## src/rtl/tx_packet_arbiter.sv

```systemverilog
// Round-robin arbiter sharing one outbound packet path, with inter-packet gap and send watchdog.
// Build option: define TX_ARB_PRIO0_EN to give requester 0 strict priority over the others.
module tx_packet_arbiter #(
  parameter int NUM_REQ        = 3,
  parameter int MESSAGE_LENGTH = 48,
  parameter int GAP_CYCLES     = 4,
  parameter int TIMEOUT_CYCLES = 1024
) (
  input  logic                              clk,
  input  logic                              reset,
  input  logic [NUM_REQ-1:0]                req_valid,
  input  logic [NUM_REQ*MESSAGE_LENGTH-1:0] req_data,
  output logic [NUM_REQ-1:0]                req_ready,
  output logic [MESSAGE_LENGTH-1:0]         tx_data,
  output logic                              tx_valid,
  input  logic                              tx_ready,
  output logic [$clog2(NUM_REQ)-1:0]        grant_id,
  output logic                              busy,
  output logic                              tx_timeout
);

  localparam int IW = $clog2(NUM_REQ);
  localparam int GW = (GAP_CYCLES < 1) ? 1 : $clog2(GAP_CYCLES + 1);
  localparam int TW = $clog2(TIMEOUT_CYCLES + 1);
  localparam logic [GW-1:0] GAP_LAST = GW'((GAP_CYCLES > 0) ? GAP_CYCLES - 1 : 0);
  localparam logic [TW-1:0] TO_LAST  = TW'(TIMEOUT_CYCLES - 1);
  localparam logic [IW-1:0] ID_LAST  = IW'(NUM_REQ - 1);

  typedef enum logic [1:0] {
    ST_IDLE = 2'd0,
    ST_SEND = 2'd1,
    ST_GAP  = 2'd2
  } state_t;

  localparam state_t POST_SEND = (GAP_CYCLES > 0) ? ST_GAP : ST_IDLE;

  state_t                    state_r, state_s;
  logic [IW-1:0]             rr_ptr_r, rr_ptr_s;
  logic [GW-1:0]             gap_cnt_r, gap_cnt_s;
  logic [TW-1:0]             to_cnt_r, to_cnt_s;
  logic [MESSAGE_LENGTH-1:0] tx_data_s, sel_data_s;
  logic                      tx_valid_s, tx_timeout_s;
  logic [IW-1:0]             grant_id_s;

  logic [NUM_REQ-1:0]        cand_s;
  logic                      hi_found_s, lo_found_s, found_s;
  logic [IW-1:0]             hi_idx_s, lo_idx_s, winner_s, ptr_next_s;

  // Winner search: lowest candidate at or above rr_ptr, else lowest candidate overall (wrap).
  always_comb begin
    cand_s     = req_valid;
    hi_found_s = 1'b0;
    hi_idx_s   = '0;
    lo_found_s = 1'b0;
    lo_idx_s   = '0;
`ifdef TX_ARB_PRIO0_EN
    cand_s[0]  = 1'b0;
`endif
    for (int i = NUM_REQ - 1; i >= 0; i--) begin
      lo_idx_s   = cand_s[i[IW-1:0]] ? i[IW-1:0] : lo_idx_s;
      lo_found_s = lo_found_s | cand_s[i[IW-1:0]];
      hi_idx_s   = (cand_s[i[IW-1:0]] && (i[IW-1:0] >= rr_ptr_r)) ? i[IW-1:0] : hi_idx_s;
      hi_found_s = hi_found_s | (cand_s[i[IW-1:0]] && (i[IW-1:0] >= rr_ptr_r));
    end
`ifdef TX_ARB_PRIO0_EN
    if (req_valid[0]) begin
      found_s    = 1'b1;
      winner_s   = '0;
      ptr_next_s = rr_ptr_r;
    end else begin
      found_s    = lo_found_s;
      winner_s   = hi_found_s ? hi_idx_s : lo_idx_s;
      ptr_next_s = (winner_s == ID_LAST) ? '0 : winner_s + IW'(1);
    end
`else
    found_s    = lo_found_s;
    winner_s   = hi_found_s ? hi_idx_s : lo_idx_s;
    ptr_next_s = (winner_s == ID_LAST) ? '0 : winner_s + IW'(1);
`endif
  end

  // Acceptance strobe and selected message; the strobe is suppressed while reset is high.
  always_comb begin
    req_ready  = '0;
    sel_data_s = '0;
    for (int i = 0; i < NUM_REQ; i++) begin
      req_ready[i] = (state_r == ST_IDLE) && !reset && found_s && (winner_s == i[IW-1:0]);
      sel_data_s   = (winner_s == i[IW-1:0]) ? req_data[i*MESSAGE_LENGTH +: MESSAGE_LENGTH]
                                             : sel_data_s;
    end
  end

  // Next-state and next-output logic.
  always_comb begin
    state_s      = state_r;
    rr_ptr_s     = rr_ptr_r;
    gap_cnt_s    = gap_cnt_r;
    to_cnt_s     = to_cnt_r;
    tx_data_s    = tx_data;
    tx_valid_s   = tx_valid;
    grant_id_s   = grant_id;
    tx_timeout_s = 1'b0;
    case (state_r)
      ST_IDLE: begin
        if (found_s) begin
          tx_data_s  = sel_data_s;
          grant_id_s = winner_s;
          rr_ptr_s   = ptr_next_s;
          tx_valid_s = 1'b1;
          to_cnt_s   = '0;
          state_s    = ST_SEND;
        end else begin
          state_s    = ST_IDLE;
        end
      end
      ST_SEND: begin
        // Acceptance has priority over a watchdog expiry in the same cycle.
        if (tx_ready) begin
          tx_valid_s = 1'b0;
          to_cnt_s   = '0;
          gap_cnt_s  = '0;
          state_s    = POST_SEND;
        end else if (to_cnt_r == TO_LAST) begin
          tx_valid_s   = 1'b0;
          tx_timeout_s = 1'b1;
          to_cnt_s     = '0;
          gap_cnt_s    = '0;
          state_s      = POST_SEND;
        end else begin
          to_cnt_s     = to_cnt_r + TW'(1);
        end
      end
      ST_GAP: begin
        if (gap_cnt_r == GAP_LAST) begin
          gap_cnt_s = '0;
          state_s   = ST_IDLE;
        end else begin
          gap_cnt_s = gap_cnt_r + GW'(1);
        end
      end
      default: begin
        tx_valid_s = 1'b0;
        state_s    = ST_IDLE;
      end
    endcase
  end

  // State register.
  always_ff @(posedge clk) begin
    if (reset) begin
      state_r <= ST_IDLE;
    end else begin
      state_r <= state_s;
    end
  end

  // Pointer, counters and registered outputs.
  always_ff @(posedge clk) begin
    if (reset) begin
      rr_ptr_r   <= '0;
      gap_cnt_r  <= '0;
      to_cnt_r   <= '0;
      tx_data    <= '0;
      tx_valid   <= 1'b0;
      grant_id   <= '0;
      tx_timeout <= 1'b0;
    end else begin
      rr_ptr_r   <= rr_ptr_s;
      gap_cnt_r  <= gap_cnt_s;
      to_cnt_r   <= to_cnt_s;
      tx_data    <= tx_data_s;
      tx_valid   <= tx_valid_s;
      grant_id   <= grant_id_s;
      tx_timeout <= tx_timeout_s;
    end
  end

  assign busy = (state_r != ST_IDLE);

endmodule

```

## config.mk

```make
export PLATFORM = sky130hd
export DESIGN_NAME = tx_packet_arbiter
export DESIGN_NICKNAME = d
export VERILOG_FILES = /design/src/rtl/tx_packet_arbiter.sv
export SDC_FILE = /design/constraint.sdc
export NUM_CORES = 1
export LEC_CHECK = 0
export CORE_UTILIZATION = 30
export DETAILED_ROUTE_END_ITERATION = 6
export PLACE_DENSITY = 0.68
export SYNTH_ARGS = -nofsm -noshare
export SYNTH_HDL_FRONTEND = slang
export SYNTH_SLANG_ARGS = --single-unit
```

## constraint.sdc

```tcl
create_clock -name clk -period 2.2 [get_ports clk]
set_input_delay 0.33 -clock clk [delete_from_list [all_inputs] [get_ports clk]]
set_output_delay 0.33 -clock clk [all_outputs]
set_load 0.01 [all_outputs]
```

# Yosys cells after proc, flatten, opt, wreduce, memory -nomap -nowiden
# Cells that the tools add are included.
word_totals:
  register_bits: 70
  word_cells: 78
  in_bits: 150
  out_inout_bits: 56
classes:
  muxes: 29
  order_cmp: 3
  bitwise_logic: 6
  eq_ne: 9
  reduce_logical: 20
  add_sub_neg: 3
ops:
  columns: ["operator", "count"]
  rows:
  - ["$mux 48", 3]
  - ["$mux 11", 3]
  - ["$mux 2", 11]
  - ["$pmux 11 s2", 1]
  - ["$add 11x1->11 const B", 1]
  - ["$eq 11x10->1 const B", 1]
  - ["$mux 3", 3]
  - ["$logic_and 1x1->1", 8]
  - ["$reduce_and 2->1", 4]
  - ["$pmux 2 s3", 1]
  - ["$pmux 3 s2", 1]
  - ["$reduce_bool 2->1", 3]
  - ["$mux 1", 5]
  - ["$eq 2x1->1 const B", 2]
  - ["$eq 2x2->1 const B", 2]
  - ["$ge 1x2->1 const A", 2]
  - ["$logic_not 2->1", 2]
  - ["$ne 2x2->1 const B", 2]
  - ["$or 1x1->1", 4]
  - ["$add 3x1->3 const B", 1]
  - ["$eq 3x2->1 const B", 1]
  - ["$ne 3x3->1 const B", 1]
  - ["$pmux 1 s3", 1]
  - ["$reduce_and 3->1", 1]
  - ["5 further kinds", 6]

# Longest topological paths before layout
# Gate-level depths: netlist of run 1.
logic_depth:
  ltp_word: 10
  mapped_depth: 7
  mapped_depth_nobuf: 6

# Least setup slack after synthesis of run 1
# OpenSTA, ideal clock, no wires.
synth_path:
  path_type: "in2out"
  start: "input req_valid[2]"
  end: "output req_ready[1]"
  setup_slack_ns: 0.573
  cell_stages: 6
  required_ns: 1.870
  n_path_buf: 2
  arrival_ns: 1.297
  cell_sequence: "buf_6 nor2b_1 o21ai_1 nand3_1 clkbuf_1 nor2_1"
synth_via:
  elab_chain_len: 7
  word_cells_on_any_way: 15
  cone_classes: "eq/ne: 1; mux: 7; bitwise: 4; reduce/logical: 3"
synth_lines:
  columns: ["item", "line_no", "rtl"]
  rows:
  - ["start, declared", "11", "input logic [NUM_REQ-1:0] req_valid,"]
  - ["$logic_and 1x1->1", "62, 63", null]
  - ["$mux 2 (3 in series)", "62", "hi_idx_s = (cand_s[i[IW-1:0]] && (i[IW-1:0] >= rr_ptr_r)) ? i[IW-1:0] : hi_idx_s;"]
  - ["$mux 2", "77", "winner_s = hi_found_s ? hi_idx_s : lo_idx_s;"]
  - ["$eq 2x1->1", "87", "req_ready[i] = (state_r == ST_IDLE) && !reset && found_s && (winner_s == i[IW-1:0]);"]
  - ["$logic_and 1x1->1 *", "87", null]
  - ["end, declared", "13", "output logic [NUM_REQ-1:0] req_ready,"]
# Every way passes the cells marked *; elsewhere a longest branch is shown, timed or not.

# Final worst setup path of run 1
layout_path:
  start: "input req_valid[0]"
  end: "output req_ready[2]"
layout_via:
  elab_chain_len: 5
  word_cells_on_any_way: 9
  cone_classes: "eq/ne: 1; mux: 3; bitwise: 2; reduce/logical: 3"
layout_lines:
  columns: ["item", "line_no"]
  rows:
  - ["$logic_and 1x1->1", "62, 63"]
  - ["$mux 2 / $or 1x1->1 (equally long branches)", "62, 63"]
  - ["$mux 2", "77"]
  - ["$eq 2x2->1", "87"]
  - ["$logic_and 1x1->1 *", "87"]
# Marked as above.

==> results of run 1 <==
report_power, final:
part           internal, uW  total [uW]  switching [uW]
clock                   551        1050             501
sequential             1430        1520            92.0
combinational           732        1320             584
total                  2710        3890            1180
area by class of cell:
cell class                 count  area, um2  area share (%)
clock buffer                  10        138            2.39
clock inverter                 6       61.3            1.07
sequential                    70       1400            24.4
inverter                       4       15.0           0.261
multi-input combinational    312       1730            30.1
tap                          136        170            2.96
timing repair buffer         226       2230            38.8
state kept, by name (all words and copies together) (netlist names):
register    cells
tx_timeout      1
state_r         2
to_cnt_r       11
tx_valid        1
gap_cnt_r       3
rr_ptr_r        2
grant_id        2
tx_data        48
logic make-up after synthesis:
group	count (synthesis)
multiplexers	1
AND/OR/NAND/NOR	136
flip-flops	70
adder cells (fa/ha/maj)	2
XOR/XNOR	2
AO/OA/AOI/OAI	171
buffers and inverters	36
final timing paths:
| path | startpoint | end | cells past startpoint |
|---|---|---|---|
| worst max register to register | rr_ptr_r[0]$_SDFFE_PP0P_ | tx_data[22]$_SDFFE_PP0P_ | 6 |
| worst min-delay path | tx_data[26]$_SDFFE_PP0P_ | tx_data[26]$_SDFFE_PP0P_ | 2 |
| worst max-delay path | req_valid[0] | req_ready[2] | 6 |
| worst min register to register | tx_data[26]$_SDFFE_PP0P_ | tx_data[26]$_SDFFE_PP0P_ | 2 |
layout by cell type, fill, tap and decap left out, drive strengths merged, types with 2 or more instances in the layout:
cell           count
nand3b             2
xnor2              2
nand4b             2
o22ai             43
a211oi             5
dfxtp             70
nand2b             9
clkinv             4
nor4               4
a221oi             4
a22oi              2
a31oi              3
nand2             56
ha                 2
dlygate4sd2        3
nand3              6
inv                4
or3                2
and3               2
a21oi             12
buf               21
o21ai             94
nor3               8
nor2              33
nor2b              5
clkdlybuf4s50    202
clkbuf            10
metal layers:
layer	track usage [%]	up-vias	wire, um
met4	4.60	0	154
met3	6.93	15	945
met2	37.4	152	5690
li1	-	1926	-
met5	0	-	0
met1	25.0	1810	5010
worst min-delay path, cell delays in order, from the launching register on:
cell	delay, ns
sky130_fd_sc_hd__dfxtp_1	0.32
sky130_fd_sc_hd__nand2_1	0.05
sky130_fd_sc_hd__o21ai_1	0.05
through the flow:
| step | setup TNS, ns | power [uW] | cells | util, % |
|---|---|---|---|---|
| floorplan | 0 | 2100 | 418 | - |
| global placement | -0.248 | 2850 | 748 | 53.1 |
| detailed placement | -1.38 | 2870 | 748 | 53.1 |
| CTS | 0 | 3950 | 764 | 54.9 |
| global route | 0 | 4120 | 764 | 54.9 |
| finish | 0 | 3890 | 764 | 54.9 |
==> results.txt, run 1 <==
The multiplexer share of the synthesized area came out at less than 1%. By area the synthesized netlist is led by sky130_fd_sc_hd__dfxtp_1, sky130_fd_sc_hd__o21ai_1, sky130_fd_sc_hd__o22ai_1, sky130_fd_sc_hd__nand2_1, sky130_fd_sc_hd__o21ai_0. The compound-cell area share of the yosys netlist came out at a little over 30%. The mean cell area of the mapped netlist is 7.85 um2. The final hold violation count came out at 0.

Walking the worst path, the cells encountered are clkdlybuf4s50_1 > buf_4 > nor2_1 > o31ai_4 > nor2_1 > dlygate4sd2_1. The half-perimeter wire length after placement came out at around 8.6 mm. The highest attainable clock frequency came out at roughly 490 MHz. The number of max-capacitance violations reported is 0. The final weighted congestion in routability-driven placement is 0.898.

The latest clock arrival within the worst-skew pair came out at ~0.35 ns. The root buffer cell chosen for the clock tree is sky130_fd_sc_hd__clkbuf_8. Across all hold checks on the routed design, the worst slack comes to 0.448 ns. Once detail routing completed, the nets flagged for antenna violations numbered 0. The flop-to-flop setup slack is between 0.3 and 0.4 ns.

The ratio of routed vias to standard cells is about 5. The top-level I/O count came out at between 200 and 250. The number of unique standard cell types used by synthesis is 50. The global-route total usage across every layer is a little over a fifth. After clock tree synthesis, the setup repair step added 0 buffers. The synthesized area came out at 0.00328 mm2. The post-synthesis instance total is approximately 420. The worst max-slew margin expressed relative to the limit is around two thirds. The maximum number of pins on one net before global-route repair is 45. Gates resized during post-CTS repair numbered 3.

Of the cells placed in the final design, the portion with a size suffix greater than 1 is 7.80%. The post-route clock period utilization came out at a little over 90%. The delay of the slowest cell on the worst path is 0.57 ns. STA puts the critical path data required time at about 1.9 ns. The total buffers and inverters traversed by the critical path came out at 3. The number of antenna violations at the first check in global routing came out at 0. Counting instances in the post-synthesis netlist gives the leading cell types as sky130_fd_sc_hd__dfxtp_1, sky130_fd_sc_hd__o21ai_1, sky130_fd_sc_hd__nand2_1.

The first global-routing pass estimated around 19 mm of wire. Setup violations remaining at the end of the flow were counted as 0. The share of synthesized area in the top cell type comes to between 40% and 50%. The post-cts hold buffer count came out at 0. On the final layout, the worst clock skew is approximately 0.0085 ns. The number of clock sinks came out at 70. Summing the areas of all fa, ha and maj instances in the mapped netlist gives 0.763% of the synthesized area. The total nets after synthesis came out at 570. The CTS buffer count came out at 9. The area fraction in and, or, nand and nor cells after synthesis is approximately a fifth. The die height is between 100 and 150 um.

After synthesis, the largest family of logic cells by area is compound AO/OA/AOI/OAI gates. The minimum period implied by the final worst setup slack came out at 2.05 ns. After synthesis the netlist holds a flip-flop and latch count of 70. Setup slack closes at 0.150 ns. The data arrival time of the critical path is roughly 1.7 ns. The chip width came out at between 100 and 150 um. The async set-or-reset flop fraction in the synthesized netlist came out at 0%. The count of pins over their slew limit came out at 0. The routed design has around 12 mm of wire. The number of warning messages in the yosys log came out at 0. The pre-CTS setup slack is -0.0871 ns.

The routed wire length per instance is between 15 and 20 um. The dominant cell type by area after synthesis is sky130_fd_sc_hd__dfxtp_1. The starting density of the core is between 30% and 40%. After filler insertion, the fill cell instance count of the layout stands at 1015. The maximum clock path buffer count came out at 2. For this run, the leading register cell type out of synthesis is sky130_fd_sc_hd__dfxtp_1. The total power divided by cell area is between 600 and 700 mW/mm2. In this run the cell area measured after placement is 0.00555 mm2. The count of flip-flops with a built-in enable after synthesis came out at 0. For this run, design rule violations remaining after detail routing come to 0. The worst hold path belongs to the class reg -> reg. The maximum net fanout on the critical path is 7.

The sequential-to-total area share from yosys stat came out at 42.7%. The number of global-route vias before repair came out at slightly below 4k. The static leakage came out at between 0.002 and 0.0025 uW.

The run finished with clean final reports. The worst setup path is launched from an input pin. Broken down by cell family, the worst path's largest delay share belongs to buffers and inverters.

The DRC marker count from the first detailed-route iteration is 115. The total die area came out at roughly 0.011 mm2. STA classifies the critical path endpoint as an output pin. The antenna diode count came out at 0.

In this run the core area contains 37 standard-cell rows. The measured slew at the worst slew-check pin came out at 0.530 ns. The critical path class is in -> out. The placeable core region came out at approximately 0.010 mm2. Summed over all layers, the global routing overflow is 0.

The detailed-router iteration count before antenna repair came out at 4. The H-tree was split into 3 levels. Setup repair after global routing left no endpoint under its margin. The routed layout has slightly below 4k vias. The number of nets in the layout is ~780. The clock input transition at the sequential cells of the worst setup and hold paths is approximately 0.08 ns. The critical-path cell with the highest stage delay is sky130_fd_sc_hd__clkdlybuf4s50_1.

The cell that appears most often on the critical path is sky130_fd_sc_hd__nor2_1. Once layout is done, the placed cells without fillers occupy about 0.0057 mm2. The post-synthesis to final-layout area growth is 75.2%. The number of port buffers is 205. TritonCTS built the clock tree. The maximum vdd ir drop is ~0.00033 V. The xor/xnor cell area share of the yosys netlist came out at less than 1%.
Note: power is estimated with default switching activity, not from simulation.
==> inputs of run 2 (changes only) <==
--- a/config.mk
+++ b/config.mk
@@ -5,9 +5,10 @@
 export SDC_FILE = /design/constraint.sdc
 export NUM_CORES = 1
 export LEC_CHECK = 0
+export ABC_AREA = 1
 export CORE_UTILIZATION = 30
 export DETAILED_ROUTE_END_ITERATION = 6
-export PLACE_DENSITY = 0.68
+export SLEW_MARGIN = 25
 export SYNTH_ARGS = -nofsm -noshare
 export SYNTH_HDL_FRONTEND = slang
 export SYNTH_SLANG_ARGS = --single-unit
==> results.txt, run 2 <==
The measured slew at the worst slew-check pin is 0.619 ns (+0.0894 ns). The compound-cell area share of the yosys netlist was 12.3% (-19 points). The post-cts hold buffer count was 0 (unchanged). The number of H-tree branching levels came out at 3 (unchanged). The latest clock arrival within the worst-skew pair is 0.34 ns (about the same).

The worst clock skew came out at 0.00664 ns (-0.00184 ns). The xor/xnor cell area share of the yosys netlist was 0.668% (+0.13 points). The flip-flop count of the largest register after layout came out at 48 (unchanged). The total power divided by cell area is 693 mW/mm2 (+2.4%). The placed instance area was 0.00617 mm2 (+11%). Sorting the synthesized cells by area gives the leading types as sky130_fd_sc_hd__dfxtp_1, sky130_fd_sc_hd__nand2_1, sky130_fd_sc_hd__nand3_1, sky130_fd_sc_hd__o21ai_1, sky130_fd_sc_hd__inv_1. The share of Yosys cell area claimed by the top area cell type is 35.6% (-7.1 points).

The post-synthesis to final-layout area growth is 64.9%. The total nets after synthesis came out at 800 (+40%). The async set-or-reset flop fraction in the synthesized netlist was 0% (unchanged).

The antenna diode count is 0 (unchanged). Setup repair after global routing left no endpoint under its margin. The number of warning messages in the yosys log came out at 0 (unchanged). TritonCTS built the clock tree.

The total of cells resized after clock tree synthesis is 3 (unchanged). The worst flop-to-flop path endpoint is tx_data[35]$_SDFFE_PP0P_. The CTS buffer count came out at 9 (unchanged). The post-route clock period utilization is 93.3% (+0.11 points). The placeable core region is 0.0127 mm2 (+22%). The most used flip-flop cell after synthesis is sky130_fd_sc_hd__dfxtp_1. The starting density of the core came out at 30.9% (-0.44 points). The area fraction in and, or, nand and nor cells after synthesis came out at 36.9% (+17 points). The most used standard cell by instance count after synthesis is sky130_fd_sc_hd__nand2_1. The flow ran to the end, and the final reports show no timing, DRC or antenna violations. In the final layout, the registers with the most flip-flops are tx_data x48, to_cnt_r x11, gap_cnt_r x3. The number of placed cells counting well taps is 1008 (+35%).

The total DRC errors in the routed layout came out at 0 (unchanged). The synthesized area came out at 0.00393 mm2 (+20%). The number of setup violations in the final report is 0 (unchanged). The total global routing overflow is 0 (unchanged).

The total detailed-routing wirelength came out at 13.2 mm (+12%). The multiplexer share of the synthesized area is 0% (-0.31 points). The count of antenna-violating nets left after detailed routing is 0 (unchanged). The proportion of layout cells with a drive suffix above 1 came to 5.52% (-2.3 points). The maximum net fanout on the critical path is 4 (-3). The maximum number of pins on one net before global-route repair came out at 62 (+38%). The count of pins over their slew limit is 0 (unchanged). The mean cell area of the mapped netlist is 6.07 um2 (-23%). The design area came out at 0.00648 mm2 (+13%).

The clock input transition at the sequential cells of the worst setup and hold paths came to 0.05 ns (-0.03 ns). The adder and majority gate portion of the synthesized area came out at 0.637% (-0.13 points). The routed wire length per instance came out at 12.9 um (-17%). The number of port buffers is 205 (unchanged).

The top register by number of flip-flops is tx_data. The type of origin of the critical path is an input pin. The count of buffers added by post-CTS timing repair for setup came to 0 (unchanged). The path class of the tightest hold or removal check is reg -> reg. The via count is 4598 (+18%). The startpoint of the worst setup timing path is req_valid[1]. The minimum period implied by the final worst setup slack is 2.05 ns (+0.00233 ns). The half-perimeter wire length after placement came out at 9.75 mm (+14%). The ratio of routed vias to standard cells is 4.49 (-12%). The number of nets in the layout is 999 (+29%). The dominant combinational cell family by area after synthesis is simple AND/OR/NAND/NOR gates. The DRC marker count from the first detailed-route iteration was 178 (+55%). The top-level I/O count is 206 (unchanged). STA classifies the critical path endpoint as an output pin.

In this run the critical register-to-register path is launched from rr_ptr_r[1]$_SDFFE_PP0P_. The number of standard-cell rows in the floorplan is 41 (+11%). The number of max-capacitance violations reported came out at 0 (unchanged). The final sum of negative setup slack came out at 0 ns (unchanged). The number of global-route vias before repair came to 4222 (+9.2%). The number of unique standard cell types used by synthesis is 31 (-38%). The total die area came out at 0.0136 mm2 (+19%). The final core utilization came to 50.9% (-4.0 points). The leading cell type in the layout, fill and taps excluded is sky130_fd_sc_hd__nand2_1. The flop-to-flop setup slack came out at 0.49 ns (+0.16 ns). The data arrival time of the critical path is 1.72 ns (about the same). The number of antenna violations at the first check in global routing came out at 0 (unchanged). In this run the worst setup path terminates at req_ready[0]. The die height is 116 um (+9.3%). The highest attainable clock frequency came out at 487 MHz (-0.11%). The chip width is 116 um (+9.3%). The final weighted congestion in routability-driven placement came out at 0.791 (-12%). sky130_fd_sc_hd__dfxtp_1 takes more of the synthesized area than any other cell. The sequential-to-total area share from yosys stat came out at 35.6% (-7.1 points). The logic depth of the worst register-to-register path came to 8 (+2).

The maximum clock path buffer count came out at 2 (unchanged). The worst path required time came out at 1.87 ns (about the same). The cell at the root of the clock tree is sky130_fd_sc_hd__clkbuf_16. Leaving out fill and tap cells, the most frequent cells in the layout are sky130_fd_sc_hd__nand2_1, sky130_fd_sc_hd__clkdlybuf4s50_1, sky130_fd_sc_hd__inv_1. By count the netlist is led by sky130_fd_sc_hd__nand2_1, sky130_fd_sc_hd__inv_1, sky130_fd_sc_hd__dfxtp_1. The wire length of the first global-routing pass is 20.1 mm (+5.8%).

The worst max-slew margin expressed relative to the limit was 58.7% (-6.0 points). The post-synthesis instance total came out at 648 (+55%). The post-synthesis sequential element count came out at 70 (unchanged). The maximum vdd ir drop is 0.000434 V (+32%). The detailed-router iteration count before antenna repair came out at 4 (unchanged). The count of flip-flops with a built-in enable after synthesis is 0 (unchanged).

The setup path with the least slack is of type in -> out. The final instance count without filler cells is 1024 (+34%). The number of clock sinks came to 70 (unchanged). The static leakage is 0.00316 uW (+53%).

The final hold violation count is 0 (unchanged). The global-route total usage across every layer came out at 19.4% (-1.8 points). The post-route worst hold slack came to 0.445 ns (-0.00273 ns).
## run 2: cell count changes after synthesis, sizes merged, moves of 9 or more
cell | before | now
nand2 | 56 | 228
nand2b | 9 | 0
inv | 4 | 83
o21ai | 94 | 78
buf | 14 | 23
nor2 | 33 | 48
nand3 | 6 | 61
clkinv | 0 | 17
o22ai | 43 | 1
clkbuf | 18 | 8
## run 2: cell families after synthesis
group / count (synthesis)
compound gates: 93
xor+xnor: 3
fa+ha+maj: 2
buf+inv: 131
flops: 70
simple gates: 349
## run 2: worst min-delay path by stage
stage / start / end / slack, ns / cells past startpoint
2_1_floorplan: to_cnt_r[10]$_SDFFE_PP0P_ / tx_timeout$_SDFF_PP0_ / 0.41 / 1
3_3_place_gp: tx_data[26]$_SDFFE_PP0P_ / tx_data[26]$_SDFFE_PP0P_ / 0.43 / 2
3_5_place_dp: tx_data[32]$_SDFFE_PP0P_ / tx_data[32]$_SDFFE_PP0P_ / 0.44 / 2
4_1_cts: tx_data[1]$_SDFFE_PP0P_ / tx_data[1]$_SDFFE_PP0P_ / 0.45 / 2
5_1_grt: tx_data[36]$_SDFFE_PP0P_ / tx_data[36]$_SDFFE_PP0P_ / 0.47 / 2
6_report: to_cnt_r[10]$_SDFFE_PP0P_ / tx_timeout$_SDFF_PP0_ / 0.45 / 1
## run 2: where the power goes
part	switching, uW	internal, uW
Clock	538	1020
Sequential	80.7	1420
Combinational	712	716
Total	1330	3160
## run 2: worst max-delay path: stages
cell,delay (ns)
sky130_fd_sc_hd__clkdlybuf4s50_1,0.50
sky130_fd_sc_hd__inv_2,0.06
sky130_fd_sc_hd__nor2_1,0.18
sky130_fd_sc_hd__a21oi_2,0.08
sky130_fd_sc_hd__nand2_4,0.10
sky130_fd_sc_hd__nand2_4,0.05
sky130_fd_sc_hd__nor2_1,0.09
sky130_fd_sc_hd__dlygate4sd2_1,0.33
## run 2: area by class of cell
class	count	area, um2
timing repair buffer	219	2180
inverter	100	375
tap	172	215
clock buffer	12	246
sequential	70	1400
fill	1308	6240
clock inverter	4	70.1
multi-input combinational	447	1990
## run 2: layer usage
metal / global-route usage (%) / part of all wire [%] / vias up
li1: - / - / 2400
met3: 7.52 / 8.6 / 12
met4: 5.64 / 1.3 / 0
met5: 0 / 0 / -
met1: 21.8 / 41 / 2038
met2: 33.9 / 49 / 148
## run 2: through the flow
| step | total power (uW) | worst slack, ns |
|---|---|---|
| 3_3_place_gp | 2960 | -0.0858 |
| 3_5_place_dp | 2970 | -0.134 |
| 5_1_grt | 4760 | 0.0314 |
| 6_report | 4490 | 0.147 |
| 2_1_floorplan | 2220 | 0.674 |
| 4_1_cts | 4550 | 0.130 |
==> inputs of run 3 (changes only) <==
--- a/config.mk
+++ b/config.mk
@@ -6,8 +6,9 @@
 export NUM_CORES = 1
 export LEC_CHECK = 0
 export ABC_AREA = 1
-export CORE_UTILIZATION = 30
+export CORE_UTILIZATION = 40
 export DETAILED_ROUTE_END_ITERATION = 6
+export PLACE_DENSITY = 0.81
 export SLEW_MARGIN = 25
 export SYNTH_ARGS = -nofsm -noshare
 export SYNTH_HDL_FRONTEND = slang
==> results.txt, run 3 (synthesized netlist as in run 2, its figures left out) <==
The worst setup path is of the in -> out kind. The die height came out at 101 um (-13%). The final hold violation count came to 0 (unchanged). The half-perimeter wire length after placement came to 9.56 mm (-2.0%). The largest registers in the layout are tx_data x48, to_cnt_r x11, gap_cnt_r x3. The worst setup path is captured at an output pin. The top register by number of flip-flops is tx_data.

The count of buffers added by post-CTS timing repair for setup came out at 0 (unchanged). The reported net switching power came out at 1290 uW (-3.2%). Setup repair after global routing left no endpoint under its margin. The post-route worst hold slack is 0.449 ns (+0.00364 ns). The number of port buffers came out at 205 (unchanged). The worst max-slew margin expressed relative to the limit came out at 67.7% (+9.0 points).

The maximum clock path buffer count came out at 2 (unchanged). The number of max-capacitance violations reported came to 0 (unchanged). The maximum net fanout on the critical path is 3 (-1). The total die area was 0.0102 mm2 (-25%). The flow ran to the end, and the final reports show no timing, DRC or antenna violations. The number of antenna violations at the first check in global routing came out at 0 (unchanged). The number of nets in the layout came out at 1000 (+0.10%). The placeable core region came to 0.00937 mm2 (-26%). The number of H-tree branching levels is 3 (unchanged). The power share of the sequential group is 37.9% (+4.4 points). The maximum number of pins on one net before global-route repair is 51 (-18%).

The detailed-router iteration count before antenna repair is 4 (unchanged). The flip-flop count of the largest register after layout came out at 48 (unchanged). The switching share of total power is 32.4% (+2.8 points). The number of standard-cell rows in the floorplan came out at 35 (-15%). The total DRC errors in the routed layout was 0 (unchanged). The leading cell type in the layout, fill and taps excluded is sky130_fd_sc_hd__nand2_1.

The post-route clock period utilization came out at 94.9% (+1.6 points). The proportion of layout cells with a drive suffix above 1 came to 5.75% (+0.23 points). The count of pins over their slew limit is 0 (unchanged). The chip width was 101 um (-13%). The measured slew at the worst slew-check pin came to 0.484 ns (-0.135 ns).

The path category of the worst min-delay check is reg -> reg. The CTS buffer count was 9 (unchanged). The final weighted congestion in routability-driven placement is 0.851 (+7.5%).

The wire length of the first global-routing pass came to 20.1 mm (-0.45%). The minimum period implied by the final worst setup slack is 2.09 ns (+0.0351 ns). The starting density of the core is 41.9% (+11 points). The logic depth of the worst register-to-register path is 9 (+1).

The worst clock skew was 0.0114 ns (+0.00477 ns). The number of setup violations in the final report was 0 (unchanged). The worst hold path stage count is 2 (+1). The worst path required time came out at 1.87 ns (about the same).

The static leakage is 0.00310 uW (-1.8%). The antenna diode count is 0 (unchanged). STA classifies the critical path startpoint as an input pin.

The count of antenna-violating nets left after detailed routing is 0 (unchanged). The ratio of routed vias to standard cells came out at 4.75 (+5.7%). The latest clock arrival within the worst-skew pair is 0.35 ns (about the same).

The internal portion of total power is 2680 uW (-15%). The number of global-route vias before repair is 4537 (+7.5%). The share of total power in combinational logic is 35.8% (+4.0 points). The clock input transition at the sequential cells of the worst setup and hold paths is 0.08 ns (+0.03 ns). The maximum vdd ir drop was 0.000370 V (-15%). The via count is 4656 (+1.3%). The post-synthesis to final-layout area growth came out at 60.3%. The number of clock sinks came out at 70 (unchanged).

The highest attainable clock frequency came out at 479 MHz (-1.7%). The top-level I/O count came out at 206 (unchanged). The data arrival time of the critical path is 1.76 ns (+0.04 ns).

TritonCTS built the clock tree. The pre-CTS setup slack was -0.202 ns (-0.0678 ns). The DRC marker count from the first detailed-route iteration came out at 142 (-20%). The share of total power in the clock network is 26.3% (-8.4 points). The total detailed-routing wirelength came out at 12.5 mm (-4.8%). The global-route total usage across every layer is 24.8% (+5.4 points). The least setup slack across all paths after layout is 0.112 ns (-0.0351 ns). The final core utilization came out at 67.2% (+16 points). The total power divided by cell area is 630 mW/mm2 (-9.0%).

The library cells used most frequently in the layout, excluding fill and tap cells, are sky130_fd_sc_hd__nand2_1, sky130_fd_sc_hd__clkdlybuf4s50_1, sky130_fd_sc_hd__inv_1. The routed wire length per instance is 12.8 um (-0.65%). The cell at the root of the clock tree is sky130_fd_sc_hd__clkbuf_8. The total global routing overflow came out at 0 (unchanged).
## run 3: final timing paths
| check | startpoint | endpoint | slack, ns |
|---|---|---|---|
| worst max-delay path | req_valid[1] | req_ready[0] | 0.11 |
| worst min-delay path | tx_data[41]$_SDFFE_PP0P_ | tx_data[41]$_SDFFE_PP0P_ | 0.45 |
| worst max register to register | rr_ptr_r[1]$_SDFFE_PP0P_ | tx_data[47]$_SDFFE_PP0P_ | 0.41 |
| worst min register to register | tx_data[41]$_SDFFE_PP0P_ | tx_data[41]$_SDFFE_PP0P_ | 0.45 |
## run 3: layer usage
metal / routed length (um) / track usage (%) / share of wire [%]
met2: 6340 / 45.3 / 51
met4: 180 / 6.80 / 1.4
met3: 989 / 9.39 / 7.9
met1: 5040 / 26.8 / 40
met5: 0 / 0 / 0
## run 3: layout make-up
| cell class | instances | area [um2] |
|---|---|---|
| Timing Repair Buffer | 220 | 2170 |
| Inverter | 100 | 375 |
| Clock buffer | 10 | 138 |
| Multi-Input combinational cell | 447 | 1990 |
| Clock inverter | 5 | 58.8 |
| Tap cell | 129 | 161 |
| Sequential cell | 70 | 1400 |
| Fill cell | 837 | 3070 |
## run 3: critical path, stage by stage
cell	delay, ns
sky130_fd_sc_hd__clkdlybuf4s50_1	0.49
sky130_fd_sc_hd__inv_2	0.05
sky130_fd_sc_hd__nor2_1	0.19
sky130_fd_sc_hd__a21oi_2	0.08
sky130_fd_sc_hd__nand2_4	0.09
sky130_fd_sc_hd__nand2_4	0.05
sky130_fd_sc_hd__nor2_1	0.12
sky130_fd_sc_hd__dlygate4sd2_1	0.35
## run 3: timing repair
item                                    4_1_cts  5_1_grt
endpoints found under the setup margin        3        0
hold buffers                                  0        0
resized for setup                             4        0
## run 3: stage by stage
stage	area, um2	TNS, ns	instances	total power, uW
after global routing	6300	0	981	4210
after detailed placement	6110	-0.622	966	2960
after global placement	6110	-0.492	966	2920
after CTS	6300	0	981	4010
after floorplan	3930	0	648	2220
final	6300	0	981	3970
## run 3: power groups by stage
stage	Sequential, uW	Combinational [uW]	Clock, uW
2_1_floorplan	1590	626	0
3_3_place_gp	1520	1400	0
3_5_place_dp	1530	1430	0
4_1_cts	1510	1430	1070
5_1_grt	1520	1570	1120
6_report	1510	1420	1040
